===== config.mk =====
export PLATFORM = sky130hd
export DESIGN_NAME = mem_bus_arbiter
export DESIGN_NICKNAME = d
export VERILOG_FILES = /design/src/rtl/mem_bus_arbiter.sv
export SDC_FILE = /design/constraint.sdc
export NUM_CORES = 1
export LEC_CHECK = 0
export ABC_CLOCK_PERIOD_IN_PS = 8780
export BUFFER_PORTS_ARGS = -buffer_cell sky130_fd_sc_hd__buf_2
export CAP_MARGIN = 20
export CORE_ASPECT_RATIO = 0.75
export CORE_MARGIN = 1.5
export CORE_UTILIZATION = 50
export DETAILED_ROUTE_END_ITERATION = 8
export GPL_ROUTABILITY_DRIVEN = 0
export PLACE_DENSITY = 0.83
export SLEW_MARGIN = 5
export SYNTH_ARGS = -nofsm -noshare
export SYNTH_HDL_FRONTEND = slang
export SYNTH_SLANG_ARGS = --single-unit

===== constraint.sdc =====
create_clock -name clk -period 8.78 [get_ports clk]
set_input_delay 1.317 -clock clk [delete_from_list [all_inputs] [get_ports clk]]
set_output_delay 1.317 -clock clk [all_outputs]
set_load 0.02 [all_outputs]

===== src/rtl/mem_bus_arbiter.sv =====
// mem_bus_arbiter: shares one external memory/cache port between instruction
// fetch (I-side, read-only) and the data stage (D-side, read/write).
// Fixed D-over-I priority with a streak limit so fetch is never starved.
// Transactions run IDLE -> ISSUE -> WAIT -> DONE with a one-cycle strobe
// and a one-cycle ack back to the owning requester.
//
// Optional build macro: ARB_TIMEOUT_EN -- bounds WAIT to TIMEOUT cycles and
// completes with err=1 and rdata=0 when the bus never answers.
//
// Ports:
//   clk, rst                  clock, asynchronous active-high reset
//   i_req/i_addr              fetch request and address
//   i_ack/i_rdata             fetch completion pulse and data
//   d_req/d_we/d_addr/d_wdata data request, direction, address, store data
//   d_ack/d_rdata             data completion pulse and load data
//   p_strobe/p_rw/p_addr/p_wdata  registered bus request
//   p_rdata/p_ready           bus response
//   err                       timeout flag, coincident with the ack
module mem_bus_arbiter #(
    parameter int unsigned ADDR_W       = 16,
    parameter int unsigned DATA_W       = 32,
    parameter int unsigned MAX_D_STREAK = 4,
    parameter int unsigned TIMEOUT      = 255
) (
    input  logic              clk,
    input  logic              rst,
    input  logic              i_req,
    input  logic [ADDR_W-1:0] i_addr,
    output logic              i_ack,
    output logic [DATA_W-1:0] i_rdata,
    input  logic              d_req,
    input  logic              d_we,
    input  logic [ADDR_W-1:0] d_addr,
    input  logic [DATA_W-1:0] d_wdata,
    output logic              d_ack,
    output logic [DATA_W-1:0] d_rdata,
    output logic              p_strobe,
    output logic              p_rw,
    output logic [ADDR_W-1:0] p_addr,
    output logic [DATA_W-1:0] p_wdata,
    input  logic [DATA_W-1:0] p_rdata,
    input  logic              p_ready,
    output logic              err
);

    localparam int unsigned STREAK_W = 4;
    localparam logic [STREAK_W-1:0] STREAK_MAX = STREAK_W'(MAX_D_STREAK);

    // Elaboration-time parameter range guards
    if ((MAX_D_STREAK < 1) || (MAX_D_STREAK > 15)) begin : g_bad_streak
        $error("mem_bus_arbiter: MAX_D_STREAK must be 1..15");
    end
    if ((TIMEOUT < 1) || (TIMEOUT > 255)) begin : g_bad_timeout
        $error("mem_bus_arbiter: TIMEOUT must be 1..255");
    end

    typedef enum logic [1:0] {S_IDLE, S_ISSUE, S_WAIT, S_DONE} state_t;
    typedef enum logic [1:0] {OWN_NONE, OWN_I, OWN_D} owner_t;

    state_t              state, state_next;
    owner_t              owner, owner_next;
    logic [STREAK_W-1:0] streak, streak_next;
    logic [ADDR_W-1:0]   addr_next;
    logic [DATA_W-1:0]   wdata_next;
    logic                rw_next;
    logic [DATA_W-1:0]   i_rdata_next, d_rdata_next;
    logic                strobe_next, i_ack_next, d_ack_next, err_next;

`ifdef ARB_TIMEOUT_EN
    localparam logic [7:0] TMO_LAST = 8'(TIMEOUT - 1);
    logic [7:0] tmo_cnt, tmo_cnt_next;
`endif

    // Next-state, arbitration and next-output logic
    always_comb begin
        state_next   = state;
        owner_next   = owner;
        streak_next  = streak;
        addr_next    = p_addr;
        wdata_next   = p_wdata;
        rw_next      = p_rw;
        i_rdata_next = i_rdata;
        d_rdata_next = d_rdata;
        strobe_next  = 1'b0;
        i_ack_next   = 1'b0;
        d_ack_next   = 1'b0;
        err_next     = 1'b0;
`ifdef ARB_TIMEOUT_EN
        tmo_cnt_next = tmo_cnt;
`endif
        case (state)
            S_IDLE: begin
                // D wins unless I is waiting and D has used up its streak
                if (d_req && !(i_req && (streak == STREAK_MAX))) begin
                    state_next  = S_ISSUE;
                    owner_next  = OWN_D;
                    streak_next = i_req ? streak + STREAK_W'(1) : '0;
                    addr_next   = d_addr;
                    wdata_next  = d_wdata;
                    rw_next     = d_we;
                    strobe_next = 1'b1;
                end else if (i_req) begin
                    state_next  = S_ISSUE;
                    owner_next  = OWN_I;
                    streak_next = '0;
                    addr_next   = i_addr;
                    rw_next     = 1'b0;
                    strobe_next = 1'b1;
                end
            end
            S_ISSUE: begin
                state_next = S_WAIT;
`ifdef ARB_TIMEOUT_EN
                tmo_cnt_next = '0;
`endif
            end
            S_WAIT: begin
                if (p_ready) begin
                    state_next = S_DONE;
                    i_ack_next = (owner == OWN_I);
                    d_ack_next = (owner == OWN_D);
                    if (owner == OWN_I) i_rdata_next = p_rdata;
                    if (owner == OWN_D) d_rdata_next = p_rdata;
                end
`ifdef ARB_TIMEOUT_EN
                // A late p_ready on the limit cycle takes the branch above
                else if (tmo_cnt == TMO_LAST) begin
                    state_next = S_DONE;
                    i_ack_next = (owner == OWN_I);
                    d_ack_next = (owner == OWN_D);
                    err_next   = 1'b1;
                    if (owner == OWN_I) i_rdata_next = '0;
                    if (owner == OWN_D) d_rdata_next = '0;
                end else begin
                    tmo_cnt_next = tmo_cnt + 8'd1;
                end
`endif
            end
            S_DONE: begin
                state_next = S_IDLE;
                owner_next = OWN_NONE;
            end
            default: begin
                state_next = S_IDLE;
                owner_next = OWN_NONE;
            end
        endcase
    end

    // State and output registers
    always_ff @(posedge clk or posedge rst) begin
        if (rst) begin
            state    <= S_IDLE;
            owner    <= OWN_NONE;
            streak   <= '0;
            p_strobe <= 1'b0;
            p_rw     <= 1'b0;
            p_addr   <= '0;
            p_wdata  <= '0;
            i_ack    <= 1'b0;
            d_ack    <= 1'b0;
            i_rdata  <= '0;
            d_rdata  <= '0;
            err      <= 1'b0;
`ifdef ARB_TIMEOUT_EN
            tmo_cnt  <= '0;
`endif
        end else begin
            state    <= state_next;
            owner    <= owner_next;
            streak   <= streak_next;
            p_strobe <= strobe_next;
            p_rw     <= rw_next;
            p_addr   <= addr_next;
            p_wdata  <= wdata_next;
            i_ack    <= i_ack_next;
            d_ack    <= d_ack_next;
            i_rdata  <= i_rdata_next;
            d_rdata  <= d_rdata_next;
            err      <= err_next;
`ifdef ARB_TIMEOUT_EN
            tmo_cnt  <= tmo_cnt_next;
`endif
        end
    end

endmodule


* Word level (Yosys, flattened, before mapping)
Index checks and enable logic that the tools add are counted.
** Cells by class
- Reduce and logical (&&, ||, !) cells :: 12
- Multiplexer cells :: 20
- Add/subtract/negate cells :: 1
- Eq/ne operators :: 8
** Operators by type and width (count)
- 16-bit 2-to-1 mux :: 2
- 4-bit 2-to-1 mux :: 3
- 1-bit 2-to-1 mux :: 9
- 2-bit 2-to-1 mux :: 4
- 2-bit one-hot mux with 4 select lines :: 1
- 2-bit AND reduction :: 4
- 2-bit == test (second input constant) :: 3
- 3-bit AND reduction :: 2
- 4-bit by 1-bit adder with 4-bit output (second input constant) :: 1
- 2-bit by 1-bit == test with 1-bit output (second input constant) :: 2
- 4-bit by 3-bit == test with 1-bit output (second input constant) :: 1
- 2-bit one-hot mux with 2 select lines :: 1
- 2-bit nonzero test :: 2
- 3-bit inequality test (second input constant) :: 1
- 1-bit logical AND :: 2
- 2-bit zero test :: 1
- 2-bit inequality test (second input constant) :: 1
- 1-bit zero test :: 1
** Word-level totals
- Input port bits :: 102
- Output and inout port bits :: 117
- Register bits :: 124
- Logic and storage cells :: 52

* Depth between registers and ports, before layout
Gate-level depths: netlist of run 1.
- Word-level depth :: 6
- Gate-level depth with buffers :: 7
- Depth with buffers taken out :: 5

* Worst setup path after synthesis of run 1
No wires, ideal clock.
- Kind :: input to register
- Start point :: input port d_req
- End point :: register p_wdata[1]
- Arrival time :: 2236 ps
- Required time :: 8655 ps
- Library setup time :: 125 ps
- Buffers on the path :: 3
- Cell stages on the path :: 5
- Setup slack :: 6419 ps
- Cells stage by stage :: buf_2 and3_4 buf_6 buf_6 mux2_2
** Between the ends
- Word-level cells in the longest chain between the ends :: 2
** RTL lines
- start: declaration :: RTL line 31 : input logic d_req,
- 1-bit logical AND :: RTL line 94 : if (d_req && !(i_req && (streak == STREAK_MAX))) begin
- 2-bit AND reduction (no source line)
- end signal: assignment :: RTL line 175 : p_wdata <= wdata_next;
- end: declaration :: RTL line 40 : output logic [DATA_W-1:0] p_wdata,
No other way between the ends.
A chain may end at the register's enable or synchronous reset.

* Worst setup path after layout of run 1
- Start point :: input port i_req
- End point :: register p_wdata[20]
** Between the ends
- Word-level cells in the longest chain between the ends :: 4
** RTL lines
- start: declaration :: RTL line 27 : input logic i_req,
- 1-bit logical AND :: RTL line 94
- 1-bit zero test :: RTL line 94
- 1-bit logical AND :: RTL line 94
- 2-bit AND reduction (no source line)
No other way between the ends.

==> results.md, run 1 <==
Route:
- Wires add up to 10.9 mm.
- The detailed-route DRC error count is 0.
- Dividing the detail-routed via count by the number of cells gives 4.97.
- The number of optimization iterations in the first detailed-route pass is 6.
- The average wire per cell in the routed design is 15.8 µm.
- After the first detailed-routing iteration, the DRC count stood at 200.
- The total via count in the routed design is 3420.
- The count of antenna-violating nets left after detailed routing is 0.

Power:
- The net switching share of the total power is 36.0%.
- The fraction of power consumed by the clock network is 25.5%.
- The power share of the combinational group is 38.8%.
- Per report_power, the sequential group accounts for 35.7% of the total.
- For this design the total switching power over the nets is 0.974 mW.
- Overall power consumption after layout is estimated at 2.71 mW.
- The internal power of the cells totals 1.73 mW.
- The total power density per cell area is 405 mW/mm².
- The leakage power is 3.45 nW.
- VDD sags by at most 199 µV.

Clock tree:
- The quantity of gates resized following cts is 0.
- The number of sinks driven by the clock tree is 124.
- In this run, CTS created clock tree buffers numbering 17.
- The quantity of hold-fixing buffers added after cts is 0.
- Post-CTS timing repair inserted 0 buffers for setup.
- TritonCTS built the clock tree.
- The longest clock path from root to sink contains 2 buffers.
- The clock latency of the later-clocked register in the worst-skew pair is 400 ps.
- The clock-pin slew of the registers on the worst-case setup and hold paths is 50 ps.
- The buffer type at the clock tree root is clkbuf_16.
- The H-tree was split into 4 levels.

Global route:
- The overall routing resource usage is 21.0%.
- The number of antenna violations at the first check in global routing was 0.
- The largest net degree at the start of global routing is 71.
- The via count of the first global-routing pass was 3339.
- The first-pass GRT wire length is 16.3 mm.
- Global routing finished with a remaining overflow of 0.

STA:
- The clock arrives with 6.57 ps of skew.
- The fmax is 427 MHz.
- The measured slew at the worst slew-check pin is 853 ps.
- The worst slew slack as a fraction of its limit is 43.1%.
- The final number of max-transition violations came to 0.
- Setup repair after global routing left no endpoint under its margin.
- The final hold violation count is 0.
- The worst hold slack is 498 ps.
- The final-layout setup total negative slack is 0 ps.
- Setup violations remaining at the end of the flow were counted as 0.
- The post-route fraction of the period consumed by the critical path is 26.6%.
- In the post-route analysis, the smallest setup slack over all paths is 6440 ps.
- The minimum clock period is 2340 ps.

Layout:
- Across the whole layout, storage elements account for 0.00310 mm².
- Counting the fill cells in the layout gives 722.
- The final core utilization is 69.7%.
- The area used by multi-input combinational logic is 0.00165 mm².
- Of the cells placed in the final design, the portion with a size suffix greater than 1 is 63.7%.
- The post-route cell area is 0.00667 mm².
- The number of antenna cells inserted is 0.
- The filler-free cell count of the finished design is 688.
- The final net count is 651.
- Relative to the synthesized area, the layout overhead comes to 36.5%.

Worst setup path:
- The category of the most critical setup path is in -> reg.
- The largest fanout on the critical path is 48.
- The signal on the critical path passes through buf_2 -> nand4b_2 -> and3_4 -> mux2_2.
- The largest single stage delay on the critical path is 600 ps.
- The number of cells on the worst reg-to-reg path is 4.
- Data arrives at the worst endpoint at 2620 ps.
- The type of destination of the critical path is a register.
- The slowest stage of the critical path belongs to the cell and3_4.
- STA classifies the critical path startpoint as a primary input.
- The critical path required time is 9060 ps.

Logic synthesis:
- By instance count, the leading cell after synthesis is dfrtp_1.
- Among all flip-flop cells after synthesis, the most frequent one is dfrtp_1.
- The synthesized design devotes to its leading area cell type 63.5% of total area.
- The number of flip-flops and latches in the synthesized netlist is 124.
- The net count of the mapped netlist is 427.
- The number of distinct library cell variants in the gate-level netlist after synthesis is 33.
- The proportion of register bits with asynchronous set or reset after synthesis is 100%.
- The synthesis warning total is 0.
- The biggest area consumer among synthesized cells is dfrtp_1.
- The mean instance size in the synthesized netlist is 15.3 µm².
- The post-synthesis instance total is 319.
- The commonest cells after synthesis are dfrtp_1 (124), mux2_2 (97), a221o_1 (15), and2_1 (15), inv_1 (11).
- The number of flops mapped to enable cells by yosys is 0.
- By area the synthesized netlist is led by dfrtp_1 (63%), mux2_2 (22%), a221o_1 (3.1%), and2_1 (1.9%), ha_1 (1.5%).
- After synthesis, flip-flops and latches occupy 63.5% of the total area.
- The synthesized area is 0.00489 mm².

Floorplanning:
- The starting density of the core is 51.0%.
- The vertical die dimension is 88.6 µm.
- The chip width is 117 µm.
- The die covers 0.0104 mm².
- After floorplanning, the core was sized to cover 0.00958 mm².
- In this run the count of I/O pins placed on the die edge is 219.
- The total number of placement rows is 31.

Hold path:
- Along the worst hold path, the cell count comes to 1.
- The type of the most critical hold path is reg -> reg.

Flow run:
- The max capacitance violation total is 0.

Placed design:
- The worst setup slack before clock tree synthesis is 5870 ps.
- Summed over all nets, the half-perimeter wirelength after detailed placement is 7.75 mm.
- The area of placed instances is 0.00607 mm².
- The number of buffer cells added on primary ports is 217.
- In this run, placement finished with an instance count of 655.

Outcome:
- The flow ran to the end, and the final reports show no timing, DRC or antenna violations.
## layer usage
layer  global-route usage (%)  part of all wire, %  up-vias
met3                     5.34                  5.6       14
met1                     24.9                   41     1684
met4                     8.76                  1.5        0
met2                     36.8                   51      135
met5                        0                    0        -
li1                         -                    -     1587
## power groups by stage
stage	Combinational, mW	Sequential, mW	Clock [mW]
3_3_place_gp	1.02	0.952	0
3_5_place_dp	1.06	0.972	0
4_1_cts	1.06	0.968	0.706
5_1_grt	1.13	0.999	0.731
2_1_floorplan	0.394	1.27	0
6_report	1.05	0.966	0.689
## layout by cell type, fill, tap and decap left out, drive strengths merged, types with 2 or more instances in the layout
cell type	count
bufinv	2
clkinv	2
a221o	15
buf	221
nand4b	3
o21ai	6
mux2	97
dfrtp	124
nand2	5
and2	15
ha	6
nand4	2
inv	11
clkbuf	23
clkinvlp	5
a21oi	3
## cell type report
class	instances	area share, %
inverters	11	0.656
well taps	132	2.47
clock buffers	23	7.31
repair buffers	221	16.7
clock inverters	9	1.67
multi-input cells	168	24.7
flip-flops and latches	124	46.5
## cell families (layout without fill, tap and decap cells)
group,count (synthesis),count (layout),share of synthesized area [%]
flops,124,124,63.5
compound gates,31,31,5.30
xor+xnor,1,1,0.179
simple gates,32,32,4.25
buf+inv,27,264,2.87
mux,97,97,22.3
fa+ha+maj,6,6,1.54
other cells,1,1,0.0767
## worst paths after layout
path                                         startpoint                      end  slack (ps)
worst max-delay path                              i_req  p_wdata[20]$_DFFE_PP0P_        6440
worst min-delay path            p_wdata[18]$_DFFE_PP0P_  p_wdata[18]$_DFFE_PP0P_         500
worst max register to register     state[0]$_DFFE_PP0P_  p_wdata[20]$_DFFE_PP0P_        6780
worst min register to register  p_wdata[18]$_DFFE_PP0P_  p_wdata[18]$_DFFE_PP0P_         500
max in group asynchronous                           rst    p_addr[2]$_DFFE_PP0P_        6450
min in group asynchronous                           rst  p_wdata[24]$_DFFE_PP0P_        1020
## state kept, by name, summed over array words and instances, names as in the netlist
| signal | count |
|---|---|
| p_addr | 16 |
| streak | 4 |
| p_wdata | 32 |
| d_ack | 1 |
| i_rdata | 32 |
| i_ack | 1 |
| p_strobe | 1 |
| owner | 2 |
| state | 2 |
| p_rw | 1 |
| d_rdata | 32 |
## critical path, delay by kind of cell
family | cells | cell delay [ps]
buf+inv | 1 | 140
mux | 1 | 410
simple gates | 2 | 740
Power figures use the tool's default switching activity.
==> inputs of run 2 (changes only) <==
Settings changed: ABC_CLOCK_PERIOD_IN_PS 8780 to 2000, CORE_UTILIZATION 50 to 42, PLACE_DENSITY 0.83 to 0.74.
Clock period 8.78 ns to 2 ns, I/O delays scaled along.
==> results.md, run 2 (synthesis results as in run 1) <==
STA:
- The total of endpoints with negative setup slack in the final report was 0 (unchanged).
- The worst-case setup margin in the final layout was 166 ps (-6270 ps).
- The worst hold slack is 131 ps (-367 ps).
- The worst clock skew came to 6.50 ps (-0.0723 ps).
- The worst slew slack as a fraction of its limit is 62.9% (+20 points).
- For this run, the top clock speed supported by timing is 545 MHz.
- The measured slew at the worst slew-check pin is 555 ps (-297 ps).
- The clock period could shrink to 1830 ps.
- Setup repair after global routing left no endpoint under its margin.
- The final hold violation count is 0 (unchanged).
- After layout, the worst path uses 91.7% of the clock period.
- The final-layout setup total negative slack is 0 ps (unchanged).
- The final number of max-transition violations came to 0 (unchanged).

Global route:
- The overall overflow remaining after global route came to 0 (unchanged).
- The number of antenna violations at the first check in global routing is 0 (unchanged).
- The via count of the first global-routing pass is 3583 (+7.3%).
- The overall routing resource usage is 18.4% (-2.6 points).
- The first-pass GRT wire length is 17.3 mm (+6.3%).
- The largest net degree at the start of global routing came to 54 (-24%).

Power:
- The total power density per cell area came to 1770 mW/mm² (+340%).
- The maximum vdd drop is 787 µV (+300%).
- The leakage power was 3.51 nW (+1.6%).

Route:
- The number of DRC markers after the initial detailed-route iteration was 141 (-30%).
- The total via count in the routed design was 3443 (+0.67%).
- The detailed-route DRC error count is 0 (unchanged).
- The number of optimization iterations in the first detailed-route pass is 4 (-2).
- The detailed-route vias per instance came to 4.93 (-0.91%).
- The total detailed-routing wirelength is 11.0 mm (+1.0%).
- The average wire per cell in the routed design is 15.7 µm (-0.56%).
- The count of antenna-violating nets left after detailed routing is 0 (unchanged).

Layout:
- The share of post-route cells with drive strength above 1 is 63.7% (about the same).
- The final core utilization is 60.9% (-8.8 points).
- In the layout the commonest cells are buf_2 (217), dfrtp_1 (124), mux2_2 (97).
- The number of antenna cells inserted is 0 (unchanged).
- From synthesis to final layout, the design area changed by 38.8%.
- The library cell used most frequently in the layout, excluding fill and tap cells, is buf_2.
- In the final layout, the registers with the most flip-flops are d_rdata x32, i_rdata x32, p_wdata x32.
- The final net count is 656 (+0.77%).

Clock tree:
- The number of sinks driven by the clock tree is 124 (unchanged).
- The clock latency of the later-clocked register in the worst-skew pair is 400 ps (about the same).
- TritonCTS built the clock tree.
- The deepest clock path buffer count came to 2 (unchanged).
- The number of buffers created by CTS came to 17 (unchanged).
- The clock-pin slew of the registers on the worst-case setup and hold paths is 50 ps (about the same).
- The H-tree depth was 4 (unchanged).
- The count of buffers added by post-CTS timing repair for setup is 0 (unchanged).
- The buffer type at the clock tree root is clkbuf_16.

Hold path:
- The terminating pin of the worst hold path is p_wdata[14]$_DFFE_PP0P_.
- The tightest min-delay check is of the in -> reg type.
- The cell depth of the worst min-delay path is 2 (+1).
- The origin of the worst min-delay path is d_wdata[14].

Floorplanning:
- The chip width came to 128 µm (+8.9%).
- The total number of placement rows is 33 (+6.5%).
- The total die area is 0.0123 mm² (+18%).
- The starting density of the core is 43.9% (-7.2 points).
- The total core area is 0.0111 mm² (+16%).
- The vertical die dimension is 96.4 µm (+8.8%).
- The top-level port count is 219 (unchanged).

Worst setup path:
- In this run the critical register-to-register path is launched from state[0]$_DFFE_PP0P_.
- The worst setup path is captured at a register.
- The data arrival time of the critical path is 2110 ps (-510 ps).
- The category of the most critical setup path is reg -> reg.
- The number of cells on the worst reg-to-reg path is 7 (+3).
- The largest fanout on the critical path was 18 (-63%).
- The critical path required time is 2270 ps (-6790 ps).
- The worst setup path is launched from a register.
- The worst register-to-register path ends at p_addr[10]$_DFFE_PP0P_.
- The flop-to-flop setup slack was 170 ps (-6610 ps).

Placed design:
- The number of buffer cells added on primary ports is 217 (unchanged).
- The worst setup slack before clock tree synthesis is 36.2 ps (-5830 ps).
- The estimated wirelength of the detail-placed design is 7.82 mm (+0.94%).

Flow run:
- The max capacitance violation total was 0 (unchanged).

Outcome:
- The flow ran to the end, and the final reports show no timing, DRC or antenna violations.
[run 2: report_power, final]
| group | internal [mW] | total, mW | switching, mW |
|---|---|---|---|
| clock network | 2.08 | 3.08 | 1.00 |
| registers | 3.66 | 4.23 | 0.575 |
| logic | 2.02 | 4.67 | 2.65 |
[run 2: worst max-delay path by stage]
stage / start / end / slack [ps] / cells after the start
2_1_floorplan: rst / d_ack$_DFF_PP0_ / 170 / 1
3_5_place_dp: streak[0]$_DFFE_PP0P_ / p_wdata[12]$_DFFE_PP0P_ / 40 / 5
5_1_grt: state[0]$_DFFE_PP0P_ / p_addr[12]$_DFFE_PP0P_ / 60 / 7
6_report: state[0]$_DFFE_PP0P_ / p_addr[10]$_DFFE_PP0P_ / 170 / 7
4_1_cts: streak[0]$_DFFE_PP0P_ / p_wdata[30]$_DFFE_PP0P_ / 9 / 5
3_3_place_gp: streak[0]$_DFFE_PP0P_ / p_wdata[19]$_DFFE_PP0P_ / 110 / 5
[run 2: critical path, stage by stage, from the launching register on]
cell and delay, ps:
dfrtp_1 400, inv_1 120, ha_1 240, buf_4 180, o21ai_1 120, buf_4 220, and2_1 170, a221o_1 270
[run 2: repair_timing]
action                                  in CTS  in global routing
hold buffers                                 1                  0
endpoints found under the hold margin       22                  0
endpoints found under the setup margin       0                 32
resized for setup                            0                  2
[run 2: metal layers]
layer,vias to the layer above,track usage [%],part of all wire [%]
li1,1596,-,-
met4,0,6.74,0.90
met3,9,6.22,6.4
met1,1694,21.3,42
met5,-,0,0
met2,144,32.4,51
[run 2: through the flow]
step                power, mW  instance area (µm²)  std cells
finish                   12.0                 6790        699
global route             12.7                 6790        699
CTS                      12.1                 6770        698
detailed placement       8.96                 6160        667
global placement         8.74                 6160        667
floorplan                7.30                 4890        319
[run 2: area by class of cell]
type                       instances  area, µm²
multi-input combinational        169       1660
sequential                       124       3100
fill                             867       4360
inverter                          11       45.0
timing repair buffer             225       1200
clock buffer                      24        492
tap                              140        175
clock inverter                     6        110
==> inputs of run 3 (changes only) <==
Settings changed: CELL_PAD_IN_SITES_DETAIL_PLACEMENT set to 1, CELL_PAD_IN_SITES_GLOBAL_PLACEMENT set to 2, CORE_ASPECT_RATIO 0.75 to 0.8, CORE_UTILIZATION 42 to 27.
==> results.md, run 3 (synthesis results as in run 1) <==
STA:
- The minimum clock period is 1840 ps (+7.60 ps).
- The final number of max-transition violations is 0 (unchanged).
- The fmax is 543 MHz (-0.41%).
- The worst clock skew is 4.41 ps (-2.09 ps).
- The worst slew slack as a fraction of its limit is 55.6% (-7.3 points).
- Setup repair after global routing left no endpoint under its margin.
- The post-route fraction of the period consumed by the critical path was 92.1% (+0.38 points).
- The total of endpoints with negative setup slack in the final report is 0 (unchanged).
- The final hold violation count was 0 (unchanged).
- The final-layout setup total negative slack is 0 ps (unchanged).
- The measured slew at the worst slew-check pin is 666 ps (+111 ps).

Power:
- The total power of the final layout came to 12.1 mW (+1.1%).
- The leakage power is 3.49 nW (-0.55%).
- The total power density per cell area is 1760 mW/mm² (about the same).
- The maximum vdd drop is 590 µV (-25%).

Worst setup path:
- The number of cells on the worst reg-to-reg path came to 7 (unchanged).
- The data arrival time of the critical path was 2130 ps (+20 ps).
- The largest fanout on the critical path is 20 (+2).
- The worst setup path startpoint is state[0]$_DFFE_PP0P_.
- The kind of start point of the critical path is a register.
- The category of the most critical setup path is reg -> reg.
- In this run the critical register-to-register path is captured at p_addr[1]$_DFFE_PP0P_.
- The critical path required time is 2290 ps (+20 ps).
- The flop-to-flop setup slack was 160 ps (about the same).
- The worst setup path is captured at a register.
- The reg-to-reg startpoint is state[0]$_DFFE_PP0P_.

Clock tree:
- The count of buffers added by post-CTS timing repair for setup is 0 (unchanged).
- The number of sinks driven by the clock tree is 124 (unchanged).
- The clock latency of the later-clocked register in the worst-skew pair is 410 ps (about the same).
- The quantity of hold-fixing buffers added after cts is 0 (-1).
- The TritonCTS clock tree is yes.
- The deepest clock path buffer count was 2 (unchanged).
- The number of buffers created by CTS was 17 (unchanged).
- The buffer type at the clock tree root is clkbuf_16.
- The H-tree depth is 4 (unchanged).
- The clock-pin slew of the registers on the worst-case setup and hold paths is 60 ps (about the same).

Layout:
- The final-layout fill cell count is 1894 (+120%).
- The share of post-route cells with drive strength above 1 is 63.9% (+0.18 points).
- The final core utilization is 39.1% (-22 points).
- The most frequent standard cell in the layout excluding fill and tap cells is buf_2.
- The area used by sequential logic in the layout was 0.00310 mm² (unchanged).
- The area used by multi-input combinational logic was 0.00166 mm² (unchanged).
- The post-route cell area is 0.00686 mm² (+1.1%).
- The area growth from synthesis to layout is 40.4%.
- The largest registers in the layout are d_rdata x32, i_rdata x32, p_wdata x32.
- The library cells used most frequently in the layout, excluding fill and tap cells, are buf_2 (217), dfrtp_1 (124), mux2_2 (97).
- The final net count is 654 (-0.30%).
- The number of antenna cells inserted is 0 (unchanged).

Route:
- The detailed-route vias per instance was 4.47 (-9.2%).
- The detailed-route DRC error count was 0 (unchanged).
- The number of DRC markers after the initial detailed-route iteration is 111 (-21%).
- The average wire per cell in the routed design came to 16.5 µm (+4.8%).
- The total via count in the routed design was 3507 (+1.9%).
- The number of optimization iterations in the first detailed-route pass is 4 (unchanged).
- The total detailed-routing wirelength was 12.9 mm (+18%).
- The count of antenna-violating nets left after detailed routing was 0 (unchanged).

Global route:
- The overall routing resource usage was 14.3% (-4.1 points).
- The first-pass GRT wire length is 21.0 mm (+21%).
- The overall overflow remaining after global route was 0 (unchanged).
- The number of antenna violations at the first check in global routing was 0 (unchanged).
- The via count of the first global-routing pass came to 3972 (+11%).
- The largest net degree at the start of global routing came to 125 (+130%).

Placed design:
- The number of buffer cells added on primary ports is 217 (unchanged).
- The area of placed instances came to 0.00624 mm² (+1.4%).
- The estimated wirelength of the detail-placed design is 8.79 mm (+12%).

Floorplanning:
- The starting density of the core is 27.9% (-16 points).
- The chip width was 153 µm (+20%).
- The total core area came to 0.0175 mm² (+57%).
- The total die area is 0.0189 mm² (+54%).
- The vertical die dimension was 123 µm (+28%).
- The top-level port count is 219 (unchanged).
- The total number of placement rows is 43 (+30%).

Flow run:
- The max capacitance violation total is 0 (unchanged).

Outcome:
- The run finished with clean final reports.

Hold path:
- In this run the worst hold path is classified as in -> async.
==> run 3: changes by cell type in the layout (fill, tap and decap cells not counted), sizes merged <==
cell,delta
dlygate4sd3,-1
clkinv,+1
buf,-1
clkbuf,-2
clkinvlp,+2
inv,+1
==> run 3: final cells by class <==
| cell class | instances | area share (%) |
|---|---|---|
| tap | 225 | 4.10 |
| timing repair buffer | 223 | 17.0 |
| clock inverter | 10 | 2.02 |
| clock buffer | 22 | 6.76 |
| sequential | 124 | 45.2 |
| inverter | 11 | 0.656 |
| multi-input combinational | 169 | 24.2 |
==> run 3: worst max path at each step <==
stage	to	slack (ps)	cells past startpoint
3_5_place_dp	p_wdata[25]$_DFFE_PP0P_	-8	5
4_1_cts	p_wdata[17]$_DFFE_PP0P_	6	5
3_3_place_gp	p_wdata[0]$_DFFE_PP0P_	80	5
2_1_floorplan	d_ack$_DFF_PP0_	170	1
6_report	p_addr[1]$_DFFE_PP0P_	160	7
5_1_grt	p_addr[1]$_DFFE_PP0P_	40	7
==> run 3: through the flow <==
step / instances / setup WS (ps) / hold slack (ps)
final: 784 / 158 / 85.8
after CTS: 784 / 5.67 / 90.9
after floorplan: 319 / 175 / 440
after global placement: 751 / 78.0 / 482
after global routing: 784 / 36.0 / 101
after detailed placement: 751 / -8.26 / 487
==> run 3: metal layers <==
metal | wire [µm] | GRT usage, % | share of wire [%]
met1 | 5710 | 17.7 | 44
met2 | 6040 | 22.8 | 47
met3 | 1050 | 6.17 | 8.2
met4 | 113 | 4.43 | 0.88
met5 | 0 | 0 | 0
==> run 3: power breakdown <==
part           internal [mW]  leakage [nW]  switching, mW
combinational           2.01          1.67           2.71
clock                   2.02         0.283           1.12
sequential              3.66          1.54          0.588
total                   7.70          3.49           4.42
==> run 3: repair_timing <==
action | 4_1_cts | 5_1_grt
resized for setup | 0 | 2
gates cloned | 1 | 0
setup endpoints to repair | 25 | 25
pin swaps | 0 | 0
==> run 3: critical path: stages (launching register included) <==
cell     delay, ps
dfrtp_1        400
inv_1          110
ha_1           280
buf_4          180
o21ai_1         80
buf_4          210
and2_1         190
a221o_1        260
